### src/rtl/lab_pkg.sv
// Shared definitions for the serial shift-register lab path: transmitter state
// encoding and the default data width used by both transmitter and receiver.
package lab_pkg;

  localparam int DATA_W = 4;

  localparam logic [1:0] TX_IDLE  = 2'd0;
  localparam logic [1:0] TX_SHIFT = 2'd1;
  localparam logic [1:0] TX_PAR   = 2'd2;
  localparam logic [1:0] TX_DONE  = 2'd3;

  typedef enum logic [1:0] {
    ST_IDLE  = TX_IDLE,
    ST_SHIFT = TX_SHIFT,
    ST_PAR   = TX_PAR,
    ST_DONE  = TX_DONE
  } tx_state_e;

endpackage

### src/rtl/piso_tx_if.sv
// Handshake and serial-line bundle between a word source (master) and the
// parallel-in/serial-out transmitter (slave).
interface piso_tx_if import lab_pkg::*; #(
  parameter int WIDTH = DATA_W
) ();

  logic             tick;
  logic             load;
  logic [WIDTH-1:0] d;
  logic             so;
  logic             so_valid;
  logic             ready;
  logic             done;

  modport master (
    output tick, load, d,
    input  so, so_valid, ready, done
  );

  modport slave (
    input  tick, load, d,
    output so, so_valid, ready, done
  );

endinterface

### src/rtl/tx_bit_counter.sv
// Bit-position counter for the transmitter: synchronous clear, count enable,
// and a terminal flag while the last data bit (WIDTH-1) is on the line.
module tx_bit_counter #(
  parameter int WIDTH = 4
) (
  input  logic clk,
  input  logic rst,
  input  logic clr,
  input  logic en,
  output logic tc
);

  localparam int CW = $clog2(WIDTH);

  logic [CW-1:0] cnt_q, cnt_d;

  always_comb begin
    cnt_d = cnt_q;
    if (clr) begin
      cnt_d = '0;
    end else if (en) begin
      cnt_d = cnt_q + 1'b1;
    end
  end

  always_ff @(posedge clk) begin
    if (rst) begin
      cnt_q <= '0;
    end else begin
      cnt_q <= cnt_d;
    end
  end

  assign tc = (cnt_q == CW'(WIDTH - 1));

endmodule

### src/rtl/piso_tx.sv
// Parallel-in/serial-out transmitter: loads a word in IDLE and shifts it out one
// bit per tick. Define TX_PARITY_EN to append an even-parity bit to each frame.
module piso_tx import lab_pkg::*; #(
  parameter int WIDTH     = DATA_W,
  parameter bit LSB_FIRST = 1'b0
) (
  input  logic          clk,
  input  logic          rst,
  piso_tx_if.slave      bus
);

  tx_state_e        state_q, state_d;
  logic [WIDTH-1:0] sreg_q, sreg_d, sreg_sh;
  logic             so_q, so_d;
  logic             so_valid_q, so_valid_d;
  logic             ready_q, ready_d;
  logic             done_q, done_d;
  logic             cnt_clr, cnt_en, cnt_tc;
`ifdef TX_PARITY_EN
  logic             par_q, par_d;
`endif

  function automatic logic head_bit(input logic [WIDTH-1:0] w);
    return LSB_FIRST ? w[0] : w[WIDTH-1];
  endfunction

  tx_bit_counter #(.WIDTH(WIDTH)) u_cnt (
    .clk (clk),
    .rst (rst),
    .clr (cnt_clr),
    .en  (cnt_en),
    .tc  (cnt_tc)
  );

  always_comb begin
    if (LSB_FIRST) sreg_sh = sreg_q >> 1;
    else           sreg_sh = sreg_q << 1;
  end

  // Next-state logic; so_d always holds the bit the line shows next cycle.
  always_comb begin
    state_d    = state_q;
    sreg_d     = sreg_q;
    so_d       = so_q;
    so_valid_d = so_valid_q;
    ready_d    = ready_q;
    done_d     = 1'b0;
    cnt_clr    = 1'b0;
    cnt_en     = 1'b0;
`ifdef TX_PARITY_EN
    par_d      = par_q;
`endif
    case (state_q)
      ST_IDLE: begin
        if (bus.load) begin
          state_d    = ST_SHIFT;
          sreg_d     = bus.d;
          so_d       = head_bit(bus.d);
          so_valid_d = 1'b1;
          ready_d    = 1'b0;
          cnt_clr    = 1'b1;
`ifdef TX_PARITY_EN
          par_d      = ^bus.d;
`endif
        end
      end
      ST_SHIFT: begin
        if (bus.tick) begin
          sreg_d = sreg_sh;
          if (cnt_tc) begin
`ifdef TX_PARITY_EN
            state_d    = ST_PAR;
            so_d       = par_q;
`else
            state_d    = ST_DONE;
            so_d       = 1'b0;
            so_valid_d = 1'b0;
            done_d     = 1'b1;
`endif
          end else begin
            cnt_en = 1'b1;
            so_d   = head_bit(sreg_sh);
          end
        end
      end
`ifdef TX_PARITY_EN
      ST_PAR: begin
        if (bus.tick) begin
          state_d    = ST_DONE;
          so_d       = 1'b0;
          so_valid_d = 1'b0;
          done_d     = 1'b1;
        end
      end
`endif
      ST_DONE: begin
        state_d = ST_IDLE;
        ready_d = 1'b1;
      end
      default: begin
        state_d    = ST_IDLE;
        so_d       = 1'b0;
        so_valid_d = 1'b0;
        ready_d    = 1'b1;
      end
    endcase
  end

  always_ff @(posedge clk) begin
    if (rst) begin
      state_q    <= ST_IDLE;
      sreg_q     <= '0;
      so_q       <= 1'b0;
      so_valid_q <= 1'b0;
      ready_q    <= 1'b1;
      done_q     <= 1'b0;
`ifdef TX_PARITY_EN
      par_q      <= 1'b0;
`endif
    end else begin
      state_q    <= state_d;
      sreg_q     <= sreg_d;
      so_q       <= so_d;
      so_valid_q <= so_valid_d;
      ready_q    <= ready_d;
      done_q     <= done_d;
`ifdef TX_PARITY_EN
      par_q      <= par_d;
`endif
    end
  end

  assign bus.so       = so_q;
  assign bus.so_valid = so_valid_q;
  assign bus.ready    = ready_q;
  assign bus.done     = done_q;

endmodule

### src/flat_wrapper.sv
// flat-port wrapper written by rule: the top's interface ports become plain ports
module piso_tx_flat import lab_pkg::*;
#(
  parameter int WIDTH     = DATA_W,
  parameter bit LSB_FIRST = 1'b0
)
  (clk, rst, bus_tick, bus_load, bus_d, bus_so, bus_so_valid, bus_ready, bus_done);
  piso_tx_if #(.WIDTH(WIDTH)) bus_i ();
  input  logic clk;
  input  logic rst;
  input wire logic [$bits(bus_i.tick)-1:0] bus_tick;
  input wire logic [$bits(bus_i.load)-1:0] bus_load;
  input wire logic [$bits(bus_i.d)-1:0] bus_d;
  output wire logic [$bits(bus_i.so)-1:0] bus_so;
  output wire logic [$bits(bus_i.so_valid)-1:0] bus_so_valid;
  output wire logic [$bits(bus_i.ready)-1:0] bus_ready;
  output wire logic [$bits(bus_i.done)-1:0] bus_done;
  assign bus_i.tick = bus_tick;
  assign bus_i.load = bus_load;
  assign bus_i.d = bus_d;
  assign bus_so = bus_i.so;
  assign bus_so_valid = bus_i.so_valid;
  assign bus_ready = bus_i.ready;
  assign bus_done = bus_i.done;
  piso_tx #(.WIDTH(WIDTH), .LSB_FIRST(LSB_FIRST)) u_core (.clk(clk), .rst(rst), .bus(bus_i));
endmodule
### config.mk
export PLATFORM = sky130hd
export DESIGN_NAME = piso_tx_flat
export DESIGN_NICKNAME = d
export VERILOG_FILES = /design/src/rtl/lab_pkg.sv /design/src/rtl/piso_tx_if.sv /design/src/rtl/tx_bit_counter.sv /design/src/rtl/piso_tx.sv /design/src/flat_wrapper.sv
export SDC_FILE = /design/constraint.sdc
export NUM_CORES = 1
export LEC_CHECK = 0
export CORE_AREA = 2 2 39 41
export DETAILED_ROUTE_END_ITERATION = 10
export DIE_AREA = 0 0 41 43
export PLACE_DENSITY = 0.76
export SYNTH_ARGS = -nofsm -noshare
export SYNTH_HDL_FRONTEND = slang
export SYNTH_HIERARCHICAL = 1
export SYNTH_SLANG_ARGS = --single-unit
### constraint.sdc
create_clock -name clk -period 2.8 [get_ports clk]
set_input_delay 0.56 -clock clk [delete_from_list [all_inputs] [get_ports clk]]
set_output_delay 0.56 -clock clk [all_outputs]
set_load 0.005 [all_outputs]
==> impl_results.md <==
- Status: finished, final reports clean
- Critical path class: in2reg
- WL final: 926 µm
- Mapped Cells: 55
- Mapped Area: roughly 540 µm²
- Worst path max stage delay: 0.55 ns
- Initial Util: 39.2%
- DR iter-0 viols: 12
- Synth cell types: 26
- Boundary Pins: 12
- Internal power: 0.250 mW
- Hold WC Path Type: reg2reg
- Post-synth EDFFs: 0
- CP bufs+invs: 1
- Period minus WS final: 1.73 ns
- Post-DR wirelength/cell: 11.2 µm
- Slew headroom: 67.7%
- Port bufs: 11
- Asr flop ratio synth: 0%
- Gpl congestion: 0.656
- Final period util: 61.9%
- Seq/Total Area, Yosys: 40.6%
- Crit path max fanout: 6
- Syn nets: 64
- Num rows: 14
- Pwr Total: ~0.33 mW
- NumNets Final: 77
- Sw power: 0.0797 mW
- Clk slew on worst S/H paths: roughly 0.070 ns
- Final ANT Viol Nets: 0
- Clock insertion delay at the later pin of the skew report: 0.27 ns
- Clock Tree Buf Depth: 2
- Pin count of the biggest net entering global routing: 13
- Seq pwr share: 52.4%
- Layout cells sized above 1: 19.4%
- HPWL after DPL: 660 µm
- Final worst slack: 1.07 ns
- Antenna diodes: 0
- Gr ovfl total: 0
- DRT Pass-1 Iters: 4
- Comb pwr share: between 10% and 20%
- DRC viols: 0
- CTS Buf Count: 3
- Post-CTS sizing: 0
- Seq cells post-synth: 11
- Post-CTS Hold Buffers: 0
- Largest area contributor in the netlist: dfxtp_1
- RSZ-0062 raised after global routing: false
- Vias/cell: 5.05
- Worst-Margin Slew: 0.482 ns
- Final setup vio count: 0
- Die Span Y: 43 µm
- Leakage power: between 0.2 and 0.3 nW
- First-pass GRT wire length: 1490 µm
- Pins Over Slew Limit: 0
- Synth top area share: 40.6%
- DIE AREA: about 0.0018 mm²
- F_max: between 500 and 600 MHz
- Fillers: 144
- GRT Total Usage: 13.4%
- Final Hold Violating Endpoints: 0
- Clock power share: about a third
- Startpoint Class: input pin
- Cell family with most CP delay: buffers and inverters
- TritonCTS clock tree: built
- Peak VDD IR: 0.255 mV
- CTS Sinks: 11
- Critical-path top delay cell: clkdlybuf4s50_1
- Pwr/cell area: 492 mW/mm²
- Mean post-synth cell area: 9.85 µm²
- CP required: approximately 2.9 ns
- Sum Neg Setup Slack: 0 ns
- Post-CTS setup buffers: 0
- Yosys warns: 6
- Most frequent cells in the layout: clkdlybuf4s50_1 (11), dfxtp_1 (11), a21oi_1 (6)
- Ranking of synthesized cells by area: dfxtp_1 (41%), a21oi_1 (5.5%), nor3_2 (5.5%)
- Worst Path Arrival: 1.87 ns
- Ys flop type: dfxtp_1
- Vias in the first global route: 357
- Layout overhead on the synthesized area: 23.8%
- Pre-CTS WS: 0.810 ns
- CP endpoint kind: flop
- Switching share of total power: 24.2%
- Initial antenna violation count: 0
- Setup Skew: 0.00681 ns
- H-tree levels: 1
- Max cap viols: 0
- Via count: between 400 and 500
- Root Driver: clkbuf_4
- Critical-path cell list: clkdlybuf4s50_1, nand3b_1, nor2_1, mux2i_1, nor3_2
- Die Span X: 41 µm
- Core Footprint: 0.00138 mm²
-- sequential cells by signal (all words and copies together) (netlist names) --
register             count
u_core/bus.so_valid      1
u_core/bus.so            1
u_core/bus.ready         1
u_core/bus.done          1
u_core/u_cnt/cnt_q       2
u_core/state_q           2
u_core/sreg_q            3
-- synth_stat cells, types with 2 or more instances --
| cell type | number |
|---|---|
| nor3_2 | 3 |
| nand2_1 | 2 |
| dfxtp_1 | 11 |
| buf_6 | 2 |
| a21oi_1 | 6 |
| nor3_1 | 4 |
| nor2_1 | 2 |
| inv_1 | 4 |
| o221a_2 | 2 |
| nand2b_1 | 3 |
-- metal layers --
layer / GRT usage [%] / routed length (µm) / part of all wire (%) / up-vias
met5: 0 / 0 / 0 / -
met4: 12.0 / 14 / 1.5 / 0
met3: 4.71 / 42 / 4.5 / 2
met2: 17.8 / 413 / 45 / 10
met1: 16.0 / 455 / 49 / 186
li1: - / - / - / 221
-- worst reg2reg max path: stages, from the launching register on --
cell      delay (ns)
dfxtp_1         0.60
nand3b_1        0.28
nor2_1          0.25
mux2i_1         0.24
nor3_2          0.05
-- power groups by stage --
| stage | clock, mW | sequential [mW] | combinational (mW) |
|---|---|---|---|
| after detailed placement | 0 | 0.176 | 0.0504 |
| after CTS | 0.111 | 0.173 | 0.0509 |
| final | 0.107 | 0.173 | 0.0505 |
| after global placement | 0 | 0.176 | 0.0497 |
| after floorplan | 0 | 0.173 | 0.0330 |
| after global routing | 0.122 | 0.174 | 0.0561 |
-- stage by stage --
stage,cell area [µm²],instances,hold WS (ns),utilization [%]
final,671,83,0.466,48.5
after global routing,671,83,0.507,48.5
after CTS,671,83,0.471,48.5
after detailed placement,644,79,0.454,46.6
after global placement,644,79,0.446,46.6
after floorplan,542,55,0.461,-
-- cell type report --
cell class	instances	area, µm²	area share [%]
tap	16	20.0	2.99
sequential	11	220	32.8
clock buffer	4	26.3	3.92
timing repair buffer	11	110	16.4
inverter	4	15.0	2.24
multi-input combinational	37	279	41.6
-- cell families (layout without fill, tap and decap cells) --
group | after synthesis | count (layout) | synth area share, %
mux | 1 | 1 | 1.85
fa+ha+maj | 1 | 1 | 2.31
xor+xnor | 1 | 1 | 1.62
flops | 11 | 11 | 40.6
simple gates | 20 | 20 | 26.3
compound gates | 14 | 14 | 19.4
buf+inv | 7 | 19 | 7.85
-- final timing paths --
| kind | from | endpoint | cells past startpoint | slack (ns) |
|---|---|---|---|---|
| hold / removal | u_core/bus.ready | u_core/bus.ready | 1 | 0.47 |
| setup reg to reg | u_core/state_q[0] | u_core/u_cnt/cnt_q[1] | 4 | 1.25 |
| setup / recovery | bus_tick | u_core/u_cnt/cnt_q[1] | 5 | 1.07 |
| hold reg to reg | u_core/bus.ready | u_core/bus.ready | 1 | 0.47 |
Power figures use the tool's default switching activity.
